$ cat src/rtl/apb_sched_pkg.sv
// Shared types and helpers for the APB round-robin scheduler.
package apb_sched_pkg;

    typedef enum logic [1:0] {
        IDLE   = 2'b00,
        SETUP  = 2'b01,
        ACCESS = 2'b10
    } apb_state_t;

    // Owner-index width; a single requester still needs one bit.
    function automatic int idx_width(input int n);
        return (n > 2) ? $clog2(n) : 1;
    endfunction

endpackage

$ cat src/rtl/rr_pick.sv
// Combinational round-robin picker: first set request at or above ptr, wrapping.
module rr_pick #(
    parameter int NUM_REQ = 4,
    parameter int IDX_W   = 2
) (
    input  logic [NUM_REQ-1:0] req,
    input  logic [IDX_W-1:0]   ptr,
    output logic [NUM_REQ-1:0] gnt,
    output logic [IDX_W-1:0]   idx,
    output logic               any_req
);

    logic [IDX_W:0] pos;
    logic           found;

    always_comb begin
        gnt   = '0;
        idx   = '0;
        found = 1'b0;
        pos   = '0;
        for (int i = 0; i < NUM_REQ; i++) begin
            // ptr < NUM_REQ, so one conditional subtract is enough for the wrap
            pos = {1'b0, ptr} + (IDX_W+1)'(i);
            if (pos >= (IDX_W+1)'(NUM_REQ)) begin
                pos = pos - (IDX_W+1)'(NUM_REQ);
            end
            if (!found && req[pos[IDX_W-1:0]]) begin
                found                 = 1'b1;
                gnt[pos[IDX_W-1:0]]   = 1'b1;
                idx                   = pos[IDX_W-1:0];
            end
        end
    end

    assign any_req = |req;

endmodule

$ cat src/rtl/apb_rr_scheduler.sv
// Shares one APB master port among NUM_REQ requesters with round-robin
// arbitration and an ACCESS-phase watchdog.
//   state  | meaning
//   IDLE   | arbitrate; grant is combinational, payload latched on the edge
//   SETUP  | psel=1, penable=0, always one cycle
//   ACCESS | psel=1, penable=1, wait for pready or watchdog expiry
module apb_rr_scheduler
    import apb_sched_pkg::*;
#(
    parameter int NUM_REQ = 4,
    parameter int ADDR_W  = 32,
    parameter int DATA_W  = 32,
    parameter int TIMEOUT = 16
) (
    input  logic                      clk,
    input  logic                      reset_n,
    input  logic [NUM_REQ-1:0]        req_i,
    input  logic [NUM_REQ-1:0]        req_write_i,
    input  logic [NUM_REQ*ADDR_W-1:0] req_addr_i,
    input  logic [NUM_REQ*DATA_W-1:0] req_wdata_i,
    output logic [NUM_REQ-1:0]        gnt_o,
    output logic [NUM_REQ-1:0]        done_o,
    output logic [DATA_W-1:0]         rdata_o,
    output logic                      err_o,
    output logic                      psel_o,
    output logic                      penable_o,
    output logic [ADDR_W-1:0]         paddr_o,
    output logic                      pwrite_o,
    output logic [DATA_W-1:0]         pwdata_o,
    input  logic                      pready_i,
    input  logic [DATA_W-1:0]         prdata_i,
    input  logic                      pslverr_i
);

    localparam int  IDX_W  = idx_width(NUM_REQ);
    localparam int  CNT_W  = (TIMEOUT > 1) ? $clog2(TIMEOUT) : 1;
    localparam bit  WDT_EN = (TIMEOUT != 0);
    localparam logic [CNT_W-1:0] CNT_LAST = CNT_W'(TIMEOUT - 1);

    apb_state_t           state;
    logic [IDX_W-1:0]     ptr;
    logic [IDX_W-1:0]     owner;
    logic [CNT_W-1:0]     cnt;

    logic [NUM_REQ-1:0]   pick_gnt;
    logic [IDX_W-1:0]     pick_idx;
    logic                 pick_any;

    rr_pick #(
        .NUM_REQ (NUM_REQ),
        .IDX_W   (IDX_W)
    ) u_rr_pick (
        .req     (req_i),
        .ptr     (ptr),
        .gnt     (pick_gnt),
        .idx     (pick_idx),
        .any_req (pick_any)
    );

    assign gnt_o = (state == IDLE) ? pick_gnt : '0;

    always_ff @(posedge clk or negedge reset_n) begin
        if (!reset_n) begin
            state     <= IDLE;
            ptr       <= '0;
            owner     <= '0;
            cnt       <= '0;
            done_o    <= '0;
            rdata_o   <= '0;
            err_o     <= 1'b0;
            psel_o    <= 1'b0;
            penable_o <= 1'b0;
            paddr_o   <= '0;
            pwrite_o  <= 1'b0;
            pwdata_o  <= '0;
        end else begin
            done_o <= '0;
            err_o  <= 1'b0;
            case (state)
                IDLE: begin
                    if (pick_any) begin
                        paddr_o   <= req_addr_i[pick_idx*ADDR_W +: ADDR_W];
                        pwrite_o  <= req_write_i[pick_idx];
                        pwdata_o  <= req_wdata_i[pick_idx*DATA_W +: DATA_W];
                        owner     <= pick_idx;
                        ptr       <= (pick_idx == IDX_W'(NUM_REQ - 1)) ? '0 : pick_idx + 1'b1;
                        cnt       <= '0;
                        psel_o    <= 1'b1;
                        penable_o <= 1'b0;
                        state     <= SETUP;
                    end
                end
                SETUP: begin
                    penable_o <= 1'b1;
                    state     <= ACCESS;
                end
                ACCESS: begin
                    // pready wins over a watchdog expiry in the same cycle
                    if (pready_i) begin
                        state     <= IDLE;
                        psel_o    <= 1'b0;
                        penable_o <= 1'b0;
                        done_o    <= NUM_REQ'(1) << owner;
                        err_o     <= pslverr_i;
                        rdata_o   <= pwrite_o ? '0 : prdata_i;
                    end else if (WDT_EN && (cnt == CNT_LAST)) begin
                        state     <= IDLE;
                        psel_o    <= 1'b0;
                        penable_o <= 1'b0;
                        done_o    <= NUM_REQ'(1) << owner;
                        err_o     <= 1'b1;
                        rdata_o   <= '0;
                    end else begin
                        cnt <= cnt + 1'b1;
                    end
                end
                default: begin
                    state     <= IDLE;
                    psel_o    <= 1'b0;
                    penable_o <= 1'b0;
                end
            endcase
        end
    end

endmodule

$ cat config.mk
export PLATFORM = sky130hd
export DESIGN_NAME = apb_rr_scheduler
export DESIGN_NICKNAME = d
export VERILOG_FILES = /design/src/rtl/apb_sched_pkg.sv /design/src/rtl/rr_pick.sv /design/src/rtl/apb_rr_scheduler.sv
export SDC_FILE = /design/constraint.sdc
export NUM_CORES = 1
export LEC_CHECK = 0
export CAP_MARGIN = 20
export CORE_AREA = 2 2 157 159
export DETAILED_ROUTE_END_ITERATION = 10
export DIE_AREA = 0 0 159 161
export PLACE_DENSITY = 0.71
export SETUP_SLACK_MARGIN = 0.02
export SLEW_MARGIN = 20
export SYNTH_ARGS = -nofsm -noshare
export SYNTH_HDL_FRONTEND = slang
export SYNTH_SLANG_ARGS = --single-unit
$ cat constraint.sdc
create_clock -name clk -period 4.1 [get_ports clk]
set_clock_uncertainty 0.15 [all_clocks]
set_input_delay 0.82 -clock clk [delete_from_list [all_inputs] [get_ports clk]]
set_output_delay 0.82 -clock clk [all_outputs]
set_load 0.01 [all_outputs]
==> flow_summary.ini, run 1 <==
[layout]
synthToLayoutAreaGrowth_pct = 69.6
fin_util_pct = 53.2
drive_gt1_share_pct = 16.1
nFillCells = 2167
fin_nets = 1406
instances_no_fill = 1434
most-common-layout-cells = clkdlybuf4s50_1 (402), dfrtp_1 (111), a21oi_1 (49)
final_common_cell = clkdlybuf4s50_1

[power]
power.density_nw_per_um2 = 792
p_leak_nw = 5.01
vdd_drop_max_uv = 424
power_mw = 10.1

[critical_path]
r2r-end = pwdata_o[14]
reg2reg_slack_ns = 0.64
cp.buffers_inverters = 2
crit_cells = 8
critical_path.slowest_cell = mux4_2
cpMostUsedCell = clkdlybuf4s50_1
worstSetupPathType = input port to primary output
cp_top_family = buffers and inverters
cpPeakStageDelay_ns = 0.59
reg2reg_depth = 11
required_ns = 3.13
endpoint = gnt_o[2]
reg2reg_from = ptr[1]
worstPathArrival_ns = 3.06
path_cells = clkdlybuf4s50_1, mux4_2, nor2b_4, a22oi_1, nor2_1, a221oi_2, nor3_2, clkdlybuf4s50_1
cp_max_fo = 6
worstSetupEndpointType = primary output
setup.worst_path.start = req_i[1]
startpoint_type = input port

[sta]
final.setup.tns_ns = 0
tightestPinTransition_ns = 0.820
max-slew-margin-rel_pct = 45.3
fin_crit_sh_pct = 98.3
hold_viol = 0
post-route-min-period_ns = 4.03
maxSlewViolCount = 0
max_freq_mhz = 248
setup_viol = 0
setup_ws_ns = 0.0687

[die]
die_w_um = 159
io_pins = 408
die_h_um = 161
core-area_um2 = 24000
start_util_pct = 31.4
rows = 57
design.die.area_um2 = 25600

[routing]
drc = 0
antenna_left = 0
wire_per_inst_um = 22.0
drt_iter0_drc = 680
drtPass1Iterations = 6
via_count = 8181
post_drt_via_cell_ratio = 5.71
routed_wl_um = 31500

[grt]
grt_first_pass_wirelength_um = 48100
grt_max_degree = 75
grt_pass1_vias = 8221
antenna_found_initial = 2
overflow = 0
track_usage_pct = 24.0

[synthesis]
synth.yosys.seq_area_share_pct = 37.6
async_reset_ff_share_pct = 100
yosys.area.top_type_share_pct = 37.6
netlist_area_um2 = 7520
synth.distinct_cells = 52
synth_flop_cell = dfrtp_1
synth_warnings = 0
netlist_instances = 711
yosys.area.top_type = dfrtp_1
ys_ff_latch = 113
syn_nets = 1021
synth_edf_count = 0
avgSynthCellArea_um2 = 10.6
synthTopCellsByArea = dfrtp_1 (38%), mux4_2 (11%), mux2_2 (5.7%)

[cts]
hold_buffers = 0
cts_tree = built
numClockSinks = 113
clk_pin_slew_ns = 0.07
cts_root_buf = clkbuf_16
clock_latency_ns = 0.41
cts_max_path_buffers = 2
htreeDepth = 4
cts_buffers = 17

[placement]
io_buffers = 407
dpl_worst_slack_ns = 0.0135
dp.cells = 1397
routabilityCongestion = 0.828
dp_hpwl_um = 22900

[run]
drv_cap = 0

[worst_hold_path]
hp-class = input port to asynchronous set/reset pin

[run_status]
status = finished clean
[registers in the layout, summed over array words and instances, names as in the netlist, 2 cells and up]
name / cells
paddr_o: 32
done_o: 4
cnt: 4
rdata_o: 32
pwdata_o: 32
owner: 2
ptr: 2
[synthesized netlist by cell type (all sizes together), types with 3 or more instances]
master	n
dfrtp	113
a22oi	21
and2	20
a221oi	36
buf	11
nor3	7
and3	18
o32ai	15
inv	10
a311o	16
o211ai	14
a31o	17
a21oi	51
mux2	38
clkbuf	69
mux2i	17
a22o	47
o21ai	24
nand2b	3
ha	10
nand4	32
or3	3
nand3	18
nand2	28
a31oi	4
mux4	36
nor2	14
[report_power, final]
part	internal, mW	switching (mW)	total [mW]
Clock	0.928	0.639	1.57
Combinational	3.32	3.21	6.54
Sequential	1.66	0.337	1.99
[layout make-up]
class | instances | area [µm²] | area share, %
timing repair buffer | 446 | 4460 | 35.0
multi-input combinational | 508 | 4400 | 34.5
sequential | 113 | 2830 | 22.2
clock buffer | 17 | 425 | 3.34
tap | 324 | 405 | 3.18
clock inverter | 15 | 189 | 1.48
inverter | 10 | 37.5 | 0.294
antenna | 1 | 2.50 | 0.0196
[kinds of logic (layout without fill, tap and decap cells)]
family	after synthesis	in the layout	synth area share (%)
and+or+nand+nor	149	149	10.8
buffers and inverters	90	488	5.12
adders and majority gates	10	10	1.66
AOI/OAI and AO/OA	258	258	26.1
DFF	113	113	37.6
muxes	91	91	18.8
other	0	1	0
[how the worst min path moves through the flow]
| stage | from | endpoint | slack, ns | depth (start not counted) |
|---|---|---|---|---|
| after detailed placement | rdata_o[25] | rdata_o[25] | 0.34 | 1 |
| after global placement | psel_o | psel_o | 0.34 | 2 |
| final | reset_n | pwdata_o[27] | 0.23 | 1 |
| after global routing | reset_n | pwdata_o[27] | 0.27 | 1 |
| after CTS | reset_n | pwdata_o[27] | 0.24 | 1 |
| after floorplan | owner[1] | done_o[1] | 0.30 | 1 |
[layer usage]
metal	wire (µm)	track usage (%)	vias up
met5	16	0	-
met4	1030	9.38	2
met3	2330	5.11	63
met2	15500	40.4	422
met1	12600	30.3	4046
li1	-	-	3648
[through the flow]
stage | hold WS, ns | instance area (µm²)
after floorplan | 0.299 | 7550
after global placement | 0.337 | 12100
after detailed placement | 0.341 | 12100
after CTS | 0.243 | 12700
after global routing | 0.273 | 12800
final | 0.232 | 12800
[timing repair]
| item | in CTS | in global routing |
|---|---|---|
| pin swaps | 0 | 1 |
| endpoints found under the setup margin | 4 | 4 |
| setup buffers | 1 | 3 |
| gates resized for setup | 4 | 10 |
(Power assumes the default switching activity.)
==> inputs of run 2 (changes only) <==
- CORE_AREA: 2 2 157 159 -> 2 2 159 161
- CTS_BUF_LIST: default -> sky130_fd_sc_hd__clkbuf_16
- DIE_AREA: 0 0 159 161 -> 0 0 161 163
- DONT_BUFFER_PORTS: default -> 1
- PLACE_DENSITY: 0.71 -> 0.47
==> run 2 against run 1 <==
  * First-iteration DRC count decreased by 28%
  * Sequential power increased by 18%
  * Critical path depth increased by 1
  * Final area decreased by 34%
  * Sequential cell count unchanged
  * Die area increased by 2.5%
  * Global-route usage decreased by 3.6 points
  * Power decreased by 16%
  * Sequential share of layout area increased by 11 points
==> flow_summary.ini, run 2 (synthesis gave the netlist of run 1 again) <==
[sta]
hold_viol = 0
maxSlewViolCount = 0
max-slew-margin-rel_pct = 33.1
setup_ws_ns = 0.343
final.setup.tns_ns = 0
tightestPinTransition_ns = 1.00
max_freq_mhz = 266
grt_setup_unrepaired = no
fin_crit_sh_pct = 91.6
post-route-min-period_ns = 3.76
setup_viol = 0

[layout]
synthToLayoutAreaGrowth_pct = 12.1
fin_nets = 982
most-common-layout-cells = dfrtp_1 (111), a21oi_1 (49), a22o_1 (47)
top_regs = paddr_o x32, pwdata_o x32, rdata_o x32
drive_gt1_share_pct = 22.8
final_common_cell = dfrtp_1
instances_no_fill = 1016

[critical_path]
required_ns = 3.13
cp_max_fo = 9
startpoint_type = flop
worstPathArrival_ns = 2.79
worstSetupEndpointType = primary output
reg2reg_depth = 9
reg2reg_slack_ns = 0.43
r2r-end = pwdata_o[20]
worstSetupPathType = flop to primary output
reg2reg_from = ptr[1]

[power]
p_leak_nw = 3.26
power.switching_mw = 3.84
p_sw_share_pct = 45.4
vdd_drop_max_uv = 448
p_seq_share_pct = 27.8
power_mw = 8.45
power.density_nw_per_um2 = 1000
clockPowerShare_pct = 18.0
pwr-share-comb_pct = 54.3
internal_power_mw = 4.62

[grt]
antenna_found_initial = 1
grt_max_degree = 114
track_usage_pct = 20.4
overflow = 0
grt_first_pass_wirelength_um = 40900
grt_pass1_vias = 6685

[routing]
via_count = 6554
routed_wl_um = 28200
wire_per_inst_um = 27.8
post_drt_via_cell_ratio = 6.45
drt_iter0_drc = 491
drc = 0
drtPass1Iterations = 5
antenna_left = 0

[cts]
cts_buffers = 17
cts_max_path_buffers = 2
htreeDepth = 4
cts_tree = built
cts_root_buf = clkbuf_16
clk_pin_slew_ns = 0.06
clock_latency_ns = 0.41
numClockSinks = 113

[die]
die_h_um = 163
die_w_um = 161
core-area_um2 = 24700
rows = 58
start_util_pct = 30.5
design.die.area_um2 = 26200
io_pins = 408

[placement]
io_buffers = 0
dpl_worst_slack_ns = 0.385
routabilityCongestion = 0.821
dp.cells = 982
dp_hpwl_um = 20300

[run]
drv_cap = 0

[run_status]
status = finished clean

[worst_hold_path]
hp-class = input port to asynchronous set/reset pin
[run 2: cell count changes in the layout (fill, tap and decap cells not counted), sizes merged]
cell           change
clkdlybuf4s50    -402
buf               -18
inv                +1
bufinv             -1
dlymetal6s2s       -4
[run 2: how the worst max path moves through the flow]
| stage | from | endpoint | slack, ns |
|---|---|---|---|
| after floorplan | ptr[0] | gnt_o[0] | 0.07 |
| after global placement | ptr[1] | paddr_o[28] | 0.55 |
| after detailed placement | ptr[1] | paddr_o[25] | 0.39 |
| after CTS | ptr[1] | gnt_o[0] | 0.11 |
| after global routing | ptr[1] | gnt_o[3] | 0.11 |
| final | ptr[1] | gnt_o[0] | 0.34 |
[run 2: through the flow]
stage,hold WS (ns),area [µm²],util (%)
floorplan,0.299,7550,-
global placement,0.346,7810,31.6
detailed placement,0.356,7810,31.6
CTS,0.235,8420,34.1
global route,0.234,8430,34.2
finish,0.207,8430,34.2
[run 2: final cells by class]
class / count / area [µm²]
Clock buffer: 17 / 425
Antenna cell: 1 / 2.50
Inverter: 10 / 37.5
Fill cell: 2455 / 16200
Tap cell: 330 / 413
Clock inverter: 15 / 160
Sequential cell: 113 / 2830
Timing Repair Buffer: 22 / 198
Multi-Input combinational cell: 508 / 4370
[run 2: worst max-delay path, stage by stage (launching register included)]
cell	delay (ns)
dfrtp_2	0.46
inv_1	0.14
ha_1	0.43
or3_1	0.26
nor2_1	0.08
a31oi_1	0.20
o22ai_2	0.14
a221oi_1	0.43
nor3_2	0.08
buf_4	0.16
[run 2: routing by layer]
| metal | up-vias | GRT usage (%) | routed length [µm] | share of wire [%] |
|---|---|---|---|---|
| li1 | 2785 | - | - | - |
| met1 | 3310 | 24.9 | 11000 | 39 |
| met2 | 409 | 33.8 | 14000 | 50 |
| met3 | 50 | 6.65 | 2540 | 9.0 |
| met4 | 0 | 7.71 | 762 | 2.7 |
| met5 | - | 0 | 0 | 0 |
[run 2: power groups by stage]
stage,clock (mW),sequential (mW),combinational [mW]
finish,1.52,2.35,4.59
global route,1.62,2.40,5.01
detailed placement,0,2.36,4.56
floorplan,0,2.16,3.70
global placement,0,2.36,4.37
CTS,1.58,2.35,4.61
[run 2: what timing repair did]
item,CTS,global route
gates resized for setup,0,2
hold endpoints to repair,113,0
buffers inserted,0,0
hold buffers,1,0
setup endpoints to repair,0,4
